[src/rtl/store_buffer.sv]
// Store buffer: circular FIFO of pending stores that drains into data memory whenever
// no load holds the memory port. Define STORE_FORWARD_EN to forward loads from the buffer.
module store_buffer #(
   parameter int DEPTH  = 4,
   parameter int ADDR_W = 8,
   parameter int DATA_W = 16
) (
   input  logic                   clk,
   input  logic                   rst,
   input  logic                   req_valid,
   input  logic                   req_we,
   input  logic [ADDR_W-1:0]      req_addr,
   input  logic [DATA_W-1:0]      req_wdata,
   output logic                   req_ready,
   output logic                   load_valid,
   output logic [DATA_W-1:0]      load_data,
   output logic [ADDR_W-1:0]      mem_addr,
   output logic [DATA_W-1:0]      mem_wdata,
   output logic                   mem_w_en,
   input  logic [DATA_W-1:0]      mem_rdata,
   output logic [$clog2(DEPTH):0] count,
   output logic                   full,
   output logic                   empty
);
   localparam int PTR_W = $clog2(DEPTH);
   localparam int CNT_W = PTR_W + 1;

   logic [ADDR_W-1:0] addrMem [DEPTH];
   logic [DATA_W-1:0] dataMem [DEPTH];
   logic [PTR_W-1:0]  head_q, head_d, tail_q, tail_d;
   logic [CNT_W-1:0]  count_q, count_d;
   logic              loadValid_q, loadValid_d;
   logic [DATA_W-1:0] loadData_q, loadData_d;
   logic              storeAcc, loadAcc, drain, loadReady;
   logic [DATA_W-1:0] loadResult;

   assign full  = (count_q == CNT_W'(DEPTH));
   assign empty = (count_q == '0);
   assign count = count_q;

`ifdef STORE_FORWARD_EN
   assign loadReady = 1'b1;

   // Walk oldest to youngest so the youngest matching entry wins
   always_comb begin
      logic [PTR_W-1:0] idx;
      loadResult = mem_rdata;
      idx        = '0;
      for (int i = 0; i < DEPTH; i++) begin
         idx = head_q + PTR_W'(i);
         if ((CNT_W'(i) < count_q) && (addrMem[idx] == req_addr))
            loadResult = dataMem[idx];
      end
   end
`else
   assign loadReady  = empty;
   assign loadResult = mem_rdata;
`endif

   assign req_ready  = !rst && (req_we ? !full : loadReady);
   assign storeAcc   = req_valid && req_we && req_ready;
   assign loadAcc    = req_valid && !req_we && req_ready;
   assign drain      = !rst && !loadAcc && !empty;

   assign mem_w_en   = drain;
   assign mem_addr   = loadAcc ? req_addr : addrMem[head_q];
   assign mem_wdata  = dataMem[head_q];
   assign load_valid = loadValid_q && !rst;
   assign load_data  = loadData_q;

   always_comb begin
      head_d      = head_q;
      tail_d      = tail_q;
      loadValid_d = loadAcc;
      loadData_d  = loadData_q;
      if (drain)
         head_d = head_q + PTR_W'(1);
      if (storeAcc)
         tail_d = tail_q + PTR_W'(1);
      count_d = count_q + CNT_W'(storeAcc) - CNT_W'(drain);
      if (loadAcc)
         loadData_d = loadResult;
   end

   always_ff @(posedge clk) begin
      if (rst) begin
         head_q      <= '0;
         tail_q      <= '0;
         count_q     <= '0;
         loadValid_q <= 1'b0;
         loadData_q  <= '0;
      end else begin
         head_q      <= head_d;
         tail_q      <= tail_d;
         count_q     <= count_d;
         loadValid_q <= loadValid_d;
         loadData_q  <= loadData_d;
      end
   end

   // Entry storage needs no reset: occupancy is tracked by count and the pointers
   always_ff @(posedge clk) begin
      if (storeAcc) begin
         addrMem[tail_q] <= req_addr;
         dataMem[tail_q] <= req_wdata;
      end
   end
endmodule
[config.mk]
export PLATFORM = sky130hd
export DESIGN_NAME = store_buffer
export DESIGN_NICKNAME = d
export VERILOG_FILES = /design/src/rtl/store_buffer.sv
export SDC_FILE = /design/constraint.sdc
export NUM_CORES = 1
export LEC_CHECK = 0
export ABC_AREA = 0
export CORE_MARGIN = 2
export CORE_UTILIZATION = 31
export CTS_CLUSTER_DIAMETER = 150
export DETAILED_ROUTE_END_ITERATION = 6
export DONT_BUFFER_PORTS = 1
export HOLD_SLACK_MARGIN = 0.03
export SYNTH_ARGS = -nofsm -noshare
export SYNTH_HDL_FRONTEND = slang
export SYNTH_SLANG_ARGS = --single-unit
[constraint.sdc]
create_clock -name clk -period 2.24 [get_ports clk]
set_input_delay 0.224 -clock clk [delete_from_list [all_inputs] [get_ports clk]]
set_output_delay 0.224 -clock clk [all_outputs]
set_load 0.02 [all_outputs]
==> results of run 1 <==
## per-stage QoR
step           hold slack, ps  utilization  worst slack [ps]  cell area [sq um]  setup TNS, ps
2_1_floorplan             323            -             -16.8               4860          -16.8
3_3_place_gp              290        0.337               111               5130              0
3_5_place_dp              295        0.337              66.2               5130              0
4_1_cts                  46.2        0.408             -75.9               6210           -586
5_1_grt                  48.0        0.410             -82.3               6230           -710
6_report                 71.9        0.410             -30.3               6230           -224
## layout make-up
cell class                      count  area (sq um)  area share
Tap cell                          188           235      0.0378
Sequential cell                   122          3420       0.548
Multi-Input combinational cell    105          1320       0.212
Inverter                            9          46.3     0.00743
Clock inverter                     14           155      0.0249
Clock buffer                       18           429      0.0689
Timing Repair Buffer               64           628       0.101
## repair_timing
action | in CTS | in global routing
pin swaps | 4 | 4
gates cloned | 1 | 0
endpoints found under the hold margin | 121 | 0
hold buffers | 41 | 0
setup endpoints to repair | 21 | 10
buffers inserted | 5 | 2
resized for setup | 4 | 3
## routing by layer
layer,wire length (um),vias up,GRT usage
met5,0,-,0
li1,-,1103,-
met2,4560,92,0.202
met3,700,13,0.0511
met1,4340,1225,0.147
met4,188,0,0.0633
## state kept, by name (all words and copies together) (netlist names), named ones only
| signal | count |
|---|---|
| addrMem | 32 |
| count | 3 |
| tail_q | 2 |
| head_q | 2 |
| loadValid_q | 1 |
| dataMem | 64 |
| load_data | 16 |
## power breakdown
| part | switching, W | internal (W) |
|---|---|---|
| Clock | 0.000954 | 0.00173 |
| Combinational | 0.000923 | 0.000869 |
| Sequential | 0.000161 | 0.00258 |
| Total | 0.00204 | 0.00518 |
## cell usage after synthesis (all sizes together)
| cell type | instances |
|---|---|
| a21oi | 3 |
| and3 | 4 |
| and3b | 1 |
| buf | 6 |
| clkbuf | 6 |
| dfxtp | 26 |
| edfxtp | 96 |
| fa | 1 |
| ha | 6 |
| inv | 9 |
| mux2 | 23 |
| mux4 | 24 |
| nand2b | 1 |
| nand3 | 2 |
| nand3b | 1 |
| nor2 | 7 |
| nor2b | 18 |
| nor3 | 1 |
| nor3b | 2 |
| o21ai | 2 |
| o31ai | 2 |
| or3 | 2 |
| or3b | 1 |
| or4b | 1 |
| xnor2 | 2 |
| xor2 | 1 |
## cell families (layout without fill, tap and decap cells)
group / count (synthesis) / after routing / share of synthesized area
muxes: 47 / 47 / 0.181
and+or+nand+nor: 41 / 41 / 0.0525
xor gates and xnor gates: 3 / 3 / 0.00546
DFF: 122 / 122 / 0.707
adders and majority gates: 7 / 7 / 0.0198
buffers and inverters: 21 / 105 / 0.0255
AOI/OAI and AO/OA: 7 / 7 / 0.00832
## cell usage in the layout, fill, tap and decap left out, types with 4 or more instances in the layout
cell           netlist  routed
edfxtp_1            96      96
dlygate4sd3_1        0      41
mux4_2              24      24
dfxtp_1             26      22
mux2_4              19      19
buf_4                0      19
nor2b_1             18      18
clkbuf_16            0      17
inv_1                9       6
nor2_1               7       5
ha_1                 6       5
clkinv_1             0       5
and3_1               4       4
mux2_2               4       4
## path summary, 6_finish.rpt
kind,start,end,slack (ps)
max,count[2]$_SDFF_PP0_,mem_addr[6],-30
min,rst,load_data[8]$_SDFFE_PP0P_,70
max reg2reg,count[2]$_SDFF_PP0_,count[2]$_SDFF_PP0_,40
min reg2reg,tail_q[0]$_SDFFE_PP0P_,tail_q[0]$_SDFFE_PP0P_,530
==> impl_metrics.tcl, run 1 <==
set metrics [dict create \
    io_pins 92 \
    crit_cells 4 \
    violations "negative setup slack" \
    yosys.area.top_type "edfxtp_1" \
    synth_nets 299 \
    peakVddDrop_uv 726 \
    fmaxAchievable_ghz 0.440 \
    yosys.cell_types.count 30 \
    synth_cells 248 \
    dp_cells 439 \
    hp-class "in2reg" \
    fp.coreArea_sq_mm 0.0152 \
    worst_pin_slew_ps 649 \
    hpwl_mm 5.62 \
    viasPerCell 4.68 \
    antenna_cells 0 \
    routedWlPerCell_um 18.8 \
    gp_congestion 0.700 \
    grt_pass1_vias 2673 \
    crit_path_end_kind "primary output" \
    dieWidth_um 129 \
    setup_viol 8 \
    slew_headroom 0.564 \
    whs_path_depth 2 \
    cp_cell_sequence "or3_4, or3_4, buf_6, mux2_4" \
    drive_gt1_frac 0.337 \
    initial_utilization 0.316 \
    final_cells 520 \
    track_usage 0.126 \
    power.total_w 0.00722 \
    synth_top_area_frac 0.599 \
    fillers 1391 \
    min_period_over_period 1.01 \
    synthTopCellsByArea "edfxtp_1, mux4_2, dfxtp_1" \
    cp_max_fo 4 \
    grt_max_degree 25 \
    insertion_delay_ps 420 \
    portBuffers 0 \
    synth.cell_area_sq_mm 0.00481 \
    nNetsFinal 370 \
    synth_seq_cells 122 \
    drc 0 \
    startpoint_type "register" \
    p_per_area_mw_per_mm2 1160 \
    cts_buffers 17 \
    required_ps 2020 \
    cts_tree "done" \
    rsz0062_at_grt "yes" \
    outcome "finished, violations left" \
    final_max_slew_viol_count 0 \
    setup_slack_ps -30.3 \
    wirelength_mm 9.79 \
    vias 2433 \
    die_area_sq_mm 0.0165 \
    leakagePower_nw 2.23 \
    syn_to_final_growth_pct 29.5 \
    syn_avg_cell_area_sq_um 19.4 \
    antenna_found_initial 0 \
    clk_path_buf_depth 2 \
    period_needed_ps 2270 \
    drtIter0Drc 153 \
    htree_levels 4 \
    cap_violations 0 \
    yosysSeqAreaShare 0.707 \
    hold_viol_final 0 \
    grt_pass1_wl_mm 14.8 \
    slowest_stage "or3_4" \
    max_stage_delay_ps 420 \
    critPathBufInv 1 \
    fin_worst_skew_ps 10.5 \
    rows 45 \
    r2r_cells 11 \
    crit_type "reg2out" \
    arrival_ps 2050 \
    cp_top_family "simple AND/OR/NAND/NOR gates" \
    cts.clk_slew.worst_paths_ps 50 \
    yosysWarnings 0 \
    fp.dieH_um 129 \
    dr.pass1.iters 4 \
    ant_nets 0 \
    cp_common_cell "or3_4" \
    grt-ovfl-total 0 \
    cts_sinks 122 \
    cts-root-buf "clkbuf_16" \
]
No activity file was read; power rests on OpenSTA's default activity.
==> run 2: changes to the inputs <==
Settings changed: GPL_TIMING_DRIVEN set to 0.
==> run 2 against run 1 <==
The run still ends with negative setup slack left. Power is 1.3% higher. Register-to-register slack worse by 150 ps. Clock skew decreased by 5.1 ps. Die area unchanged. Clock power rose by 5%. Clock-buffer cell count is 3 higher. Flip-flop and latch count stayed put. Core utilization down 0.42 points. Non-clock buffer count is 11 lower. Critical path type is now reg2reg. Critical endpoint is now count[2]$_SDFF_PP0_. Largest cell class unchanged. Highest routed layer unchanged.
==> impl_metrics.tcl, run 2 (synthesis results as in run 1) <==
set metrics [dict create \
    hold_viol_final 0 \
    r2r-start "count[1]$_SDFF_PP0_" \
    cts_sinks 122 \
    portBuffers 0 \
    min_period_over_period 1.05 \
    rows 45 \
    fin_worst_skew_ps 5.42 \
    max_stage_delay_ps 390 \
    startpoint_type "register" \
    cts_tree "done" \
    peakVddDrop_uv 625 \
    whs_path_depth 2 \
    fp.dieH_um 129 \
    track_usage 0.126 \
    drive_gt1_frac 0.327 \
    cts-root-buf "clkbuf_16" \
    arrival_ps 2630 \
    fmaxAchievable_ghz 0.426 \
    wirelength_mm 9.72 \
    setup_viol 9 \
    r2r-end "count[2]$_SDFF_PP0_" \
    htree_levels 4 \
    insertion_delay_ps 410 \
    antenna_found_initial 0 \
    preCtsSetupSlack_ps -339 \
    slew_headroom 0.521 \
    layout_commonest_cell "edfxtp_1" \
    slowest_stage "dfxtp_4" \
    ant_nets 0 \
    crit_path_end_kind "register" \
    cp_common_cell "ha_4" \
    largest_reg_flops 64 \
    grt-ovfl-total 0 \
    required_ps 2520 \
    outcome "finished, violations left" \
    p_per_area_mw_per_mm2 1190 \
    cp_cell_sequence "or3_4, buf_6, inv_8, nor2_4, ha_4, inv_2, ha_4, fa_2, xnor2_2, xnor2_1, nor2_1" \
    cp_max_fo 7 \
    dp_cells 436 \
    min_to "load_data[15]$_SDFFE_PP0P_" \
    cts.clk_slew.worst_paths_ps 50 \
    dr.pass1.iters 4 \
    initial_utilization 0.316 \
    cap_violations 0 \
    drtIter0Drc 117 \
    leakagePower_nw 2.15 \
    r2r_cells 11 \
    die_area_sq_mm 0.0165 \
    antenna_cells 0 \
    layout_common_cells "edfxtp_1, dlygate4sd3_1, mux4_2" \
    syn_to_final_growth_pct 28.2 \
    fp.coreArea_sq_mm 0.0152 \
    final_cells 509 \
    final_max_slew_viol_count 0 \
    setup.worst_path.start "count[1]$_SDFF_PP0_" \
    hp-class "in2reg" \
    period_needed_ps 2350 \
    gp_congestion 0.695 \
    r2r_slack_ps -110 \
    dieWidth_um 129 \
    largest-register "dataMem" \
    cts_buffers 17 \
    nNetsFinal 359 \
    io_pins 92 \
    hpwl_mm 5.64 \
    grt_pass1_wl_mm 15.1 \
    vias 2384 \
    grt_max_degree 25 \
    viasPerCell 4.68 \
    violations "negative setup slack" \
    fillers 1363 \
    multi_input_area_sq_mm 0.00134 \
    clk_path_buf_depth 2 \
    rsz0062_at_grt "yes" \
    regArea_sq_mm 0.00341 \
    worst_pin_slew_ps 718 \
    drc 0 \
    setup_slack_ps -109 \
    crit_type "reg2reg" \
    grt_pass1_vias 2799 \
    routedWlPerCell_um 19.1 \
    worstHoldStart "req_we" \
]
-- run 2: cell count changes in the layout (fill, tap and decap cells not counted), sizes merged --
cell	delta
buf	-14
bufbuf	-1
bufinv	+1
clkbuf	+8
clkinv	-6
clkinvlp	+1
dlygate4sd3	-1
inv	+1
-- run 2: worst max path at each step --
stage | endpoint | cells after the start
6_report | count[2]$_SDFF_PP0_ | 11
5_1_grt | count[2]$_SDFF_PP0_ | 11
4_1_cts | mem_addr[6] | 3
3_5_place_dp | count[2]$_SDFF_PP0_ | 10
3_3_place_gp | count[2]$_SDFF_PP0_ | 10
2_1_floorplan | count[2]$_SDFF_PP0_ | 10
-- run 2: layout make-up --
class	instances	share of cell area
Sequential cell	122	0.554
Multi-Input combinational cell	105	0.217
Clock buffer	21	0.0714
Timing Repair Buffer	44	0.0704
Tap cell	188	0.0381
Clock inverter	11	0.0276
Buffer	9	0.0136
Inverter	9	0.00791
-- run 2: metal layers --
| layer | share of wire | GRT usage |
|---|---|---|
| met1 | 0.41 | 0.138 |
| met5 | 0 | 0 |
| met4 | 0.012 | 0.0499 |
| met3 | 0.085 | 0.0607 |
| met2 | 0.49 | 0.212 |
-- run 2: per-stage QoR --
stage,total power [W],utilization,setup TNS (ps),cell area [sq um],hold slack (ps)
global placement,0.00436,0.335,-15890,5100,323
detailed placement,0.00438,0.335,-21510,5100,323
global route,0.00764,0.406,-1090,6170,38.6
CTS,0.00739,0.405,-944,6150,-11.0
finish,0.00731,0.406,-572,6170,48.6
floorplan,0.00411,-,-16.8,4860,323
-- run 2: worst max-delay path, delay by kind of cell, from the launching register on --
kind                     cells  cell delay, ps
adder cells (fa/ha/maj)      3             790
AND/OR/NAND/NOR              3             510
flip-flops                   1             390
XOR/XNOR                     2             290
buffers and inverters        3             240
-- run 2: power breakdown --
group	leakage (nW)	switching, W	internal, W
sequential	1.08	0.000176	0.00258
clock	0.288	0.000949	0.00186
combinational	0.784	0.000920	0.000826
total	2.15	0.00204	0.00527
-- run 2: timing repair --
action / CTS / global route
buffers inserted: 4 / 0
pin swaps: 7 / 1
hold endpoints to repair: 112 / 1
hold buffers: 39 / 1
endpoints found under the setup margin: 122 / 30
gates resized for setup: 18 / 4
